## config.mk

```make
export PLATFORM = sky130hd
export DESIGN_NAME = blink_sequencer
export DESIGN_NICKNAME = d
export VERILOG_FILES = /design/src/rtl/lock_pkg.sv /design/src/rtl/tick_prescaler.sv /design/src/rtl/blink_sequencer.sv
export SDC_FILE = /design/constraint.sdc
export NUM_CORES = 1
export LEC_CHECK = 0
export ABC_AREA = 1
export BUFFER_PORTS_ARGS = -buffer_cell sky130_fd_sc_hd__buf_2
export CORE_UTILIZATION = 66
export DETAILED_ROUTE_END_ITERATION = 6
export GPL_TIMING_DRIVEN = 0
export MAX_ROUTING_LAYER = met4
export PLACE_DENSITY = 0.89
export SKIP_CTS_REPAIR_TIMING = 1
export SLEW_MARGIN = 20
export SYNTH_ARGS = -nofsm -noshare
export SYNTH_HDL_FRONTEND = slang
export SYNTH_SLANG_ARGS = --single-unit
```

## constraint.sdc

```tcl
create_clock -name hwclk -period 4.3 [get_ports hwclk]
set_clock_uncertainty 0.05 [all_clocks]
set_input_delay 0.86 -clock hwclk [delete_from_list [all_inputs] [get_ports hwclk]]
set_output_delay 0.86 -clock hwclk [all_outputs]
set_load 0.01 [all_outputs]
```

## src/rtl/lock_pkg.sv

```systemverilog
// ============================================================================
// Module : lock_pkg
// Brief  : Shared lock-controller types: blink FSM encoding, blink types,
//          controller compare types and a counter-width helper.
// Rev    : 1.0
// ============================================================================
`default_nettype none

package lock_pkg;

    typedef enum logic [1:0] {
        ST_IDLE = 2'd0,
        ST_ON   = 2'd1,
        ST_OFF  = 2'd2,
        ST_DONE = 2'd3
    } blink_state_e;

    localparam logic BLINK_LONG  = 1'b0;
    localparam logic BLINK_SHORT = 1'b1;

    localparam logic [1:0] CMP_USER_CODE   = 2'd0;
    localparam logic [1:0] CMP_MASTER_CODE = 2'd1;
    localparam logic [1:0] CMP_NEW_CODE    = 2'd2;

    // Counters run 0..max_val-1, so $clog2(max_val) bits suffice (min 1 bit).
    function automatic int unsigned cnt_width(input int unsigned max_val);
        return (max_val <= 1) ? 1 : $clog2(max_val);
    endfunction

endpackage

`default_nettype wire

```

## src/rtl/tick_prescaler.sv

```systemverilog
// ============================================================================
// Module : tick_prescaler
// Brief  : Divides hwclk into a one-cycle tick every TICK_DIV cycles.
// Rev    : 1.0
// ============================================================================
`default_nettype none

module tick_prescaler #(
    parameter int unsigned TICK_DIV = 1200000
) (
    input  logic hwclk,
    input  logic rst_n,
    input  logic clr,
    output logic tick
);

    localparam int unsigned             c_cnt_w = lock_pkg::cnt_width(TICK_DIV);
    localparam logic [c_cnt_w-1:0]      c_last  = c_cnt_w'(TICK_DIV - 1);

    logic [c_cnt_w-1:0] cnt_q;
    logic [c_cnt_w-1:0] cnt_d;

    always_comb begin
        cnt_d = cnt_q + 1'b1;
        if (clr || (cnt_q == c_last)) begin
            cnt_d = '0;
        end
    end

    always_ff @(posedge hwclk or negedge rst_n) begin
        if (!rst_n) begin
            cnt_q <= '0;
        end else begin
            cnt_q <= cnt_d;
        end
    end

    assign tick = (cnt_q == c_last);

endmodule

`default_nettype wire

```

## src/rtl/blink_sequencer.sv

```systemverilog
// ============================================================================
// Module : blink_sequencer
// Brief  : Generates the long/short LED blink waveform for the lock controller
//          and flags completion while the request is still held.
// Rev    : 1.0
// ============================================================================
`default_nettype none

module blink_sequencer
    import lock_pkg::*;
#(
    parameter int unsigned TICK_DIV        = 1200000,
    parameter int unsigned LONG_ON_TICKS   = 5,
    parameter int unsigned LONG_OFF_TICKS  = 5,
    parameter int unsigned LONG_COUNT      = 2,
    parameter int unsigned SHORT_ON_TICKS  = 1,
    parameter int unsigned SHORT_OFF_TICKS = 1,
    parameter int unsigned SHORT_COUNT     = 5
) (
    input  logic hwclk,
    input  logic rst_n,
    input  logic start_blinking,
    input  logic blinkType,
    output logic ledblink,
    output logic done_blinking,
    output logic busy
);

    localparam int unsigned c_long_max  = (LONG_ON_TICKS  > LONG_OFF_TICKS)  ? LONG_ON_TICKS  : LONG_OFF_TICKS;
    localparam int unsigned c_short_max = (SHORT_ON_TICKS > SHORT_OFF_TICKS) ? SHORT_ON_TICKS : SHORT_OFF_TICKS;
    localparam int unsigned c_tick_max  = (c_long_max > c_short_max) ? c_long_max : c_short_max;
    localparam int unsigned c_blink_max = (LONG_COUNT > SHORT_COUNT) ? LONG_COUNT : SHORT_COUNT;
    localparam int unsigned c_tick_w    = cnt_width(c_tick_max);
    localparam int unsigned c_blink_w   = cnt_width(c_blink_max);

    localparam logic [c_tick_w-1:0]  c_long_on_last   = c_tick_w'(LONG_ON_TICKS - 1);
    localparam logic [c_tick_w-1:0]  c_long_off_last  = c_tick_w'(LONG_OFF_TICKS - 1);
    localparam logic [c_tick_w-1:0]  c_short_on_last  = c_tick_w'(SHORT_ON_TICKS - 1);
    localparam logic [c_tick_w-1:0]  c_short_off_last = c_tick_w'(SHORT_OFF_TICKS - 1);
    localparam logic [c_blink_w-1:0] c_long_cnt_last  = c_blink_w'(LONG_COUNT - 1);
    localparam logic [c_blink_w-1:0] c_short_cnt_last = c_blink_w'(SHORT_COUNT - 1);

    blink_state_e         state_q, state_d;
    logic                 type_q, type_d;
    logic [c_tick_w-1:0]  tick_cnt_q, tick_cnt_d;
    logic [c_blink_w-1:0] blink_cnt_q, blink_cnt_d;
    logic                 ledblink_q, done_q, busy_q;

    logic                 w_tick;
    logic                 w_clr;
    logic [c_tick_w-1:0]  w_on_last;
    logic [c_tick_w-1:0]  w_off_last;
    logic [c_blink_w-1:0] w_cnt_last;

    assign w_on_last  = (type_q == BLINK_SHORT) ? c_short_on_last  : c_long_on_last;
    assign w_off_last = (type_q == BLINK_SHORT) ? c_short_off_last : c_long_off_last;
    assign w_cnt_last = (type_q == BLINK_SHORT) ? c_short_cnt_last : c_long_cnt_last;

    // Restarting the prescaler on every state change keeps phases exact multiples of TICK_DIV.
    assign w_clr = (state_d != state_q);

    tick_prescaler #(
        .TICK_DIV (TICK_DIV)
    ) u_prescaler (
        .hwclk (hwclk),
        .rst_n (rst_n),
        .clr   (w_clr),
        .tick  (w_tick)
    );

    always_comb begin
        state_d     = state_q;
        type_d      = type_q;
        tick_cnt_d  = tick_cnt_q;
        blink_cnt_d = blink_cnt_q;
        case (state_q)
            ST_IDLE: begin
                if (start_blinking) begin
                    type_d      = blinkType;
                    tick_cnt_d  = '0;
                    blink_cnt_d = '0;
                    state_d     = ST_ON;
                end
            end
            ST_ON: begin
                if (!start_blinking) begin
                    state_d = ST_IDLE;
                end else if (w_tick) begin
                    if (tick_cnt_q == w_on_last) begin
                        tick_cnt_d = '0;
                        state_d    = ST_OFF;
                    end else begin
                        tick_cnt_d = tick_cnt_q + 1'b1;
                    end
                end
            end
            ST_OFF: begin
                if (!start_blinking) begin
                    state_d = ST_IDLE;
                end else if (w_tick) begin
                    if (tick_cnt_q == w_off_last) begin
                        tick_cnt_d = '0;
                        if (blink_cnt_q == w_cnt_last) begin
                            state_d = ST_DONE;
                        end else begin
                            blink_cnt_d = blink_cnt_q + 1'b1;
                            state_d     = ST_ON;
                        end
                    end else begin
                        tick_cnt_d = tick_cnt_q + 1'b1;
                    end
                end
            end
            ST_DONE: begin
                if (!start_blinking) begin
                    state_d = ST_IDLE;
                end
            end
            default: state_d = ST_IDLE;
        endcase
    end

    // Outputs are registered from the next state so they change on the same edge as state.
    always_ff @(posedge hwclk or negedge rst_n) begin
        if (!rst_n) begin
            state_q     <= ST_IDLE;
            type_q      <= BLINK_LONG;
            tick_cnt_q  <= '0;
            blink_cnt_q <= '0;
            ledblink_q  <= 1'b0;
            done_q      <= 1'b0;
            busy_q      <= 1'b0;
        end else begin
            state_q     <= state_d;
            type_q      <= type_d;
            tick_cnt_q  <= tick_cnt_d;
            blink_cnt_q <= blink_cnt_d;
            ledblink_q  <= (state_d == ST_ON);
            done_q      <= (state_d == ST_DONE);
            busy_q      <= (state_d == ST_ON) || (state_d == ST_OFF);
        end
    end

    assign ledblink      = ledblink_q;
    assign done_blinking = done_q;
    assign busy          = busy_q;

endmodule

`default_nettype wire
```

======== After elaboration in Yosys (flattened, before gate mapping) ========
Index checks and enable logic that the tools add are counted.
Widths: inputs -> output; s select.
storage, ports and cells
  input bits .............................. 4
  logic and storage cells ................. 60
  output and inout port bits .............. 3
  bits in registers ....................... 33
cells by class
  muxes and demuxes ....................... 23
  $add $sub $neg .......................... 3
  eq/ne operators ......................... 17
  reductions and logical operators ........ 9
operators by type and width
  kind                   number
  $mux 3                 10
  $add 21x1->21 const B  1
  $eq 21x21->1 const B   1
  $mux 21                1
  $mux 2                 9
  $pmux 3 s2             2
  $eq 2x2->1 const B     4
  $ne 2x2->1 const B     4
  $pmux 2 s4             1
  $add 3x1->3 const B    2
  $eq 3x3->1             2
  $ne 2x1->1 const B     3
  $reduce_and 6->1       1
  $eq 2x1->1 const B     2
  $reduce_and 4->1       1
  $reduce_bool 2->1      2
  $logic_not 2->1        1
  $logic_or 1x1->1       2
  $ne 2x2->1             1
  $reduce_and 2->1       1
  $reduce_or 2->1        1

======== Longest topological paths before layout ========
Gate-level depths: netlist of the first run.
  word-level depth ........................ 10
  gate-level depth with buffers ........... 14
  depth with buffers taken out ............ 13

======== By module ========
From an unflattened synthesis of the first run, not the netlist that was laid out.
second synthesis, totals
  cells, all modules ...................... 274
  area total of the unflattened synthesis .. 2117.0 sq um
modules (own cells, without submodules)
  module           cells each  times used  area an instance (sq um)
  tick_prescaler   179         1           1317.5
  blink_sequencer  95          1           799.5

======== Worst setup path before layout of the first run ========
OpenSTA, ideal clock, no wires.
  path kind ............................... input port to flip-flop
  start ................................... input start_blinking
  end ..................................... register busy_q, in the netlist busy
  slack ................................... 2436 ps
  arrival ................................. 1688 ps
  cell stages on the path ................. 3
  required time ........................... 4124 ps
  library setup time ...................... 126 ps
  cells stage by stage .................... or2_2 > o21ai_0 > ha_1
on the way
  longest elaborated chain between the ends .. 4
  elaborated cells between the ends (all ways) .. 8
ends and longest elaborated chain
  item                                      RTL line                RTL
  start, declared                           blink_sequencer.sv:22   input logic start_blinking,
  $mux 2, on equally long branches          --
  $pmux 2 s4 *                              blink_sequencer.sv:76   case (state_q)
  via state_d[1]                            blink_sequencer.sv:43   blink_state_e state_q, state_d;
  $eq 2x1->1 or $eq 2x2->1 (tied branches)  blink_sequencer.sv:140  busy_q <= (state_d == ST_ON) || (state_d == ST_OFF);
  $logic_or 1x1->1 *                        blink_sequencer.sv:140
  end signal, assigned                      blink_sequencer.sv:140
  end, declared                             blink_sequencer.sv:47   logic ledblink_q, done_q, busy_q;
Mark *: on every way through the listed nets, which the timed path passes. The rest lies on a longest branch.
A chain may end at the register's enable or synchronous reset.

======== Final worst setup path of the first run ========
  start ................................... register u_prescaler.cnt_q[0]
  end ..................................... register busy_q, in the netlist busy
on the way
  longest elaborated chain between the ends .. 6
  elaborated cells between the ends (all ways) .. 9
ends and longest elaborated chain
  item                                      RTL line                                       RTL
  start, declared                           tick_prescaler.sv:20                           logic [c_cnt_w-1:0] cnt_q;
  start signal, assigned                    tick_prescaler.sv:34                           cnt_q <= cnt_d;
  $eq 21x21->1 *                            tick_prescaler.sv:38                           assign tick = (cnt_q == c_last);
  $mux 2, on equally long branches          blink_sequencer.sv:100, blink_sequencer.sv:88
  $mux 2, on equally long branches          blink_sequencer.sv:98, blink_sequencer.sv:86
  $pmux 2 s4 *                              blink_sequencer.sv:76
  via state_d[1]                            blink_sequencer.sv:43
  $eq 2x1->1 or $eq 2x2->1 (tied branches)  blink_sequencer.sv:140
  $logic_or 1x1->1 *                        blink_sequencer.sv:140
Marks and branches as above.

==> results.yml, run 1 <==
status:
  status: "finished with violations"
  violations: "DRC"
worst_setup_path:
  cp_max_fo: 3
  r2r_start: "u_prescaler.cnt_q[0]"
  crit_slowest_cell: "dfrtp_1"
  worstSetupPathDepth: 11
  reg2reg_to: "busy"
  path_class: "flip-flop to flip-flop"
  critPathLaunchType: "flip-flop"
  cp_slowest_stage_delay_ns: 0.41
  cp-startpoint: "u_prescaler.cnt_q[0]"
  worst-path-buf-inv: 0
  cp_common_cell: "nand2_2"
  rr_worst_depth: 11
  end_kind: "flip-flop"
  r2r_slack_ns: 2.23
  arrival_ns: 2.26
  path_cells: "ha_1, nand2_2, nor2_4, nand2_4, nor2_8, nand3_2, o21ai_2, nand2_2, nand2_2, o21ai_0, ha_1"
  crit_end: "busy"
  crit_family: "simple AND/OR/NAND/NOR gates"
  required_ns: 4.49
logic_synthesis:
  synth_seq_cells: 33
  yosysWarnings: 0
  syn_area_um2: 2020
  postSynthAreaPerCell_um2: 8.47
  synth_area_leaders: "dfrtp_1 41%, nand2_1 7.8%, ha_1 6.2%"
  ys_seq_area_frac: 0.410
  syn-instance-count: 238
  synth_edf_count: 0
  ys_types: 32
  async_reset_ff_frac: 1.00
  synth_largest_area_cell: "dfrtp_1"
  synth_top_area_frac: 0.410
  synth_top_flop_cell: "dfrtp_1"
  syn_nets: 252
detailed_routing:
  drc: 2
  wl_per_cell_um: 12.3
  dr.pass1.iters: 6
  vias: 1510
  ant_nets: 0
  drtIter0Drc: 75
  vias_per_cell: 5.35
  routed_wl_um: 3460
cells_and_area:
  fin_area_um2: 2140
  multiInputGateArea_um2: 1040
  syn2layout_area_growth_pct: 6.33
  drive_gt1_frac: 0.235
  antenna_cells: 0
  final.fill_count: 222
  mostFrequentLayoutCells: "42 x nand2_1, 33 x dfrtp_1, 32 x inv_1, 21 x nor2_1, 20 x nor2_2"
  finalCoreUtilization: 0.758
  seq_area_um2: 826
  final_common_cell: "nand2_1"
  finalNetCount: 265
die:
  dieArea_um2: 3280
  start_util: 0.713
  core_um2: 2830
  io_pins: 7
  die-width_um: 57.3
  die_y_um: 57.3
  rows: 19
cts:
  cts_sinks: 33
  cts_max_path_buffers: 2
  root_buffer: "clkbuf_4"
  path_clk_slew_ns: 0.10
  cts_inserted_buffers: 5
  cts_tree: "done"
  cts_htree_levels: 2
  clk_latency_ns: 0.35
timing:
  final_hold_viol_count: 0
  hold_slack_ns: 0.436
  worst_pin_slew_ns: 0.696
  period_share: 0.481
  maxSlewHeadroom: 0.536
  period_minus_slack_ns: 2.07
  max_freq_ghz: 0.484
  fin_tns_setup_ns: 0
  slew_viol_final: 0
  rsz0062_at_grt: "no"
  setup_violations: 0
power_and_ir_drop:
  p_per_area_nw_per_um2: 455
  finalPower_uw: 975
  vdd_ir_drop_max_mv: 0.359
  p_switching_uw: 393
  pwr-share-clk: 0.186
  switching_share: 0.404
  p_comb_frac: 0.394
  total_leakage_power_uw: 0.00102
  internal-power_uw: 581
  power_frac_seq: 0.420
global_routing:
  grt_pass1_vias: 1481
  gr-total-overflow: 0
  grt_first_pass_wirelength_um: 6070
  antenna_found_initial: 0
  grt_use_total: 0.255
  grt_max_degree: 34
place:
  io_buffers: 6
  dpl_cell_area_um2: 2080
  hpwl_um: 2580
  gp_congestion: 0.856
flow_run:
  cap_viol_max_count: 0
worst_hold_path:
  hold_class: "flip-flop to flip-flop"
logic make-up (layout without fill, tap and decap cells):
group	after synthesis	count (layout)	share of synthesized area
xor+xnor	15	15	0.0652
flops	33	33	0.410
fa+ha+maj	10	10	0.0621
simple gates	120	120	0.318
mux	1	1	0.00559
compound gates	22	22	0.0633
buf+inv	37	50	0.0764
power by group through the flow:
stage | sequential (uW) | combinational, uW | clock [uW]
after floorplan | 410 | 303 | 0
after global placement | 411 | 367 | 0
after detailed placement | 414 | 385 | 0
after CTS | 409 | 387 | 186
after global routing | 416 | 428 | 197
final | 409 | 384 | 182
flip-flops by register name, summed over array words and instances, names as in the netlist:
register	flops
state_q	2
type_q	1
busy	1
done_blinking	1
blink_cnt_q	3
ledblink	1
u_prescaler.cnt_q	21
tick_cnt_q	3
per-stage QoR:
step	cells	setup slack, ns
final	282	2.23
after global routing	282	2.06
after CTS	282	2.21
after detailed placement	275	2.14
after global placement	275	2.19
after floorplan	238	2.44
cells in the mapped netlist (2+ instances only):
library cell and instances:
nand2_2 4, nor4_1 2, buf_6 2, nand3_1 10
ha_1 10, nor2_2 20, dfrtp_1 33, xnor2_1 2
nand2_1 42, nand2_4 2, o21ai_0 8, nand4_1 4
inv_2 3, nor2_4 4, a21oi_1 7, nand3_2 4
or2_2 2, nor2_1 21, xor2_1 13, nor3_1 2
inv_1 32
layout make-up:
cell class | count | area share
Buffer | 2 | 0.0105
Clock buffer | 6 | 0.0239
Tap cell | 31 | 0.0181
Clock inverter | 1 | 0.00350
Inverter | 35 | 0.0613
Multi-Input combinational cell | 168 | 0.483
Timing Repair Buffer | 6 | 0.0140
Sequential cell | 33 | 0.385
worst register-to-register path: stages (launching register included):
cell and delay (ns):
dfrtp_1 0.41, ha_1 0.21, nand2_2 0.08, nor2_4 0.12, nand2_4 0.09, nor2_8 0.11, nand3_2 0.11, o21ai_2 0.19
nand2_2 0.07, nand2_2 0.07, o21ai_0 0.15, ha_1 0.31
layer usage:
| layer | track usage | up-vias | wire [um] |
|---|---|---|---|
| met5 | - | - | 0 |
| met4 | 0.122 | 0 | 73 |
| met3 | 0.0726 | 8 | 132 |
| met2 | 0.387 | 25 | 1600 |
| met1 | 0.317 | 699 | 1660 |
| li1 | - | 778 | - |
how the worst min path moves through the flow:
stage / from / to / cells after the start
2_1_floorplan: u_prescaler.cnt_q[0] / u_prescaler.cnt_q[0] / 1
3_3_place_gp: u_prescaler.cnt_q[0] / u_prescaler.cnt_q[0] / 1
3_5_place_dp: u_prescaler.cnt_q[0] / u_prescaler.cnt_q[0] / 1
4_1_cts: u_prescaler.cnt_q[0] / u_prescaler.cnt_q[0] / 1
5_1_grt: u_prescaler.cnt_q[0] / u_prescaler.cnt_q[0] / 1
6_report: u_prescaler.cnt_q[0] / u_prescaler.cnt_q[0] / 1
Power figures use the tool's default switching activity.
==> run 2, diff against run 1 <==
- CORE_UTILIZATION: 66 -> 55
- PLACE_DENSITY: 0.89 -> 0.8
- clock period: 4.3 -> 1.7 ns (I/O delays scaled with it)
==> run 2 against run 1 <==
Effect of this change: the run ends with setup timing left; sequential power grew to 2.5 times the previous value; non-clock buffer count increased by 4; total power grew to 2.9 times the previous value; fmax up 4.3%; combinational power rose to 3.0 times the previous value; utilization decreased by 8.9 points; count of clock-buffer cells in the layout grew 1.
==> results.yml, run 2 (synthesized netlist as in run 1, its figures left out) <==
status:
  status: "finished with violations"
  violations: "setup timing"
place:
  dpl_cell_area_um2: 2120
  io_buffers: 6
  hpwl_um: 2690
  placed_cells: 290
  gp_congestion: 0.837
power_and_ir_drop:
  p_per_area_nw_per_um2: 1230
  vdd_ir_drop_max_mv: 0.762
  total_leakage_power_uw: 0.00106
timing:
  rsz0062_at_grt: "yes"
  maxSlewHeadroom: 0.520
  setup_violations: 30
  final_hold_viol_count: 0
  hold_slack_ns: 0.00587
  slew_viol_final: 0
  period_share: 1.17
  worst_pin_slew_ns: 0.720
  period_minus_slack_ns: 1.98
  max_freq_ghz: 0.505
  final.setup.worst_slack_ns: -0.281
detailed_routing:
  routed_wl_um: 3690
  vias_per_cell: 5.10
  dr.pass1.iters: 5
  vias: 1539
  ant_nets: 0
  drtIter0Drc: 74
  wl_per_cell_um: 12.2
  drc: 0
cells_and_area:
  fin_area_um2: 2280
  syn2layout_area_growth_pct: 13.2
  largest_register_ffs: 21
  drive_gt1_frac: 0.281
  finalNonFillerCells: 302
  top_regs: "u_prescaler.cnt_q x21, blink_cnt_q x3, tick_cnt_q x3"
  finalNetCount: 269
  finalCoreUtilization: 0.668
  final_common_cell: "nand2_1"
  mostFrequentLayoutCells: "39 x nand2_1, 33 x dfrtp_1, 31 x inv_1, 21 x nor2_2, 20 x nor2_1"
  antenna_cells: 0
  top_register: "u_prescaler.cnt_q"
flow_run:
  cap_viol_max_count: 0
die:
  core_um2: 3420
  die-width_um: 62.5
  io_pins: 7
  start_util: 0.590
  die_y_um: 62.5
  dieArea_um2: 3910
  rows: 21
cts:
  cts_htree_levels: 2
  path_clk_slew_ns: 0.10
  cts_sinks: 33
  cts_max_path_buffers: 2
  cts_inserted_buffers: 5
  clk_latency_ns: 0.33
  root_buffer: "clkbuf_4"
  cts_tree: "done"
global_routing:
  grt_use_total: 0.213
  antenna_found_initial: 0
  gr-total-overflow: 0
  grt_pass1_vias: 1517
  grt_max_degree: 34
  grt_first_pass_wirelength_um: 6360
worst_setup_path:
  required_ns: 1.87
  arrival_ns: 2.15
  path_class: "flip-flop to flip-flop"
  end_kind: "flip-flop"
  critPathLaunchType: "flip-flop"
  cp_max_fo: 10
worst_hold_path:
  hold_class: "input port to asynchronous set/reset pin"
-- run 2: cell count changes in the layout (fill, tap and decap cells not counted), moves of 2 or more --
cell / change
buf_4: +4
o21ai_0: -4
nand2_1: -3
nand2_2: +3
o21ai_1: +3
buf_12: +2
buf_6: -2
ha_1: -2
ha_2: +2
nand3_4: +2
-- run 2: metal layers --
| metal | part of all wire | global-route usage | up-vias |
|---|---|---|---|
| met4 | 0.0068 | 0.0756 | 0 |
| met1 | 0.45 | 0.252 | 737 |
| met2 | 0.52 | 0.352 | 20 |
| met5 | 0 | - | - |
| met3 | 0.026 | 0.0511 | 2 |
| li1 | - | - | 780 |
-- run 2: power by group --
group	total, uW	leakage [uW]	switching (uW)	internal [uW]
Sequential	1040	0.000443	120	919
Combinational	1150	0.000569	670	483
Clock	614	0.0000455	263	351
-- run 2: through the flow --
| step | setup TNS [ns] | setup slack (ns) | total power, uW |
|---|---|---|---|
| after floorplan | -2.25 | -0.113 | 1860 |
| after global placement | -6.61 | -0.284 | 2030 |
| after detailed placement | -6.71 | -0.288 | 2080 |
| after CTS | -7.34 | -0.313 | 2700 |
| after global routing | -9.57 | -0.369 | 3010 |
| final | -6.80 | -0.281 | 2810 |
-- run 2: final cells by class --
class | instances | area (um2)
well taps | 46 | 57.6
flip-flops and latches | 33 | 826
clock inverters | 1 | 30.0
plain buffers | 2 | 40.0
repair buffers | 10 | 60.1
fillers | 282 | 1130
inverters | 35 | 131
clock buffers | 7 | 55.1
multi-input cells | 168 | 1080
-- run 2: worst paths after layout --
kind	slack [ns]	cells after the start	end	start
max in group asynchronous	1.14	1	u_prescaler.cnt_q[0]	rst_n
min in group hwclk	0.19	2	type_q	blinkType
min reg2reg	0.49	2	tick_cnt_q[1]	tick_cnt_q[1]
min	0.006	1	u_prescaler.cnt_q[14]	rst_n
max	-0.28	13	u_prescaler.cnt_q[18]	u_prescaler.cnt_q[0]
max reg2reg	-0.28	13	u_prescaler.cnt_q[18]	u_prescaler.cnt_q[0]
-- run 2: critical path, stage by stage (launching register included) --
cell	delay, ns
dfrtp_1	0.39
ha_2	0.21
nand2_2	0.07
nor2_4	0.11
nand2_4	0.09
nor2_8	0.12
nand3_4	0.10
o21ai_4	0.17
nand2_2	0.07
nand2_2	0.08
nand3_2	0.09
nand3_4	0.13
buf_12	0.15
nor2_2	0.04
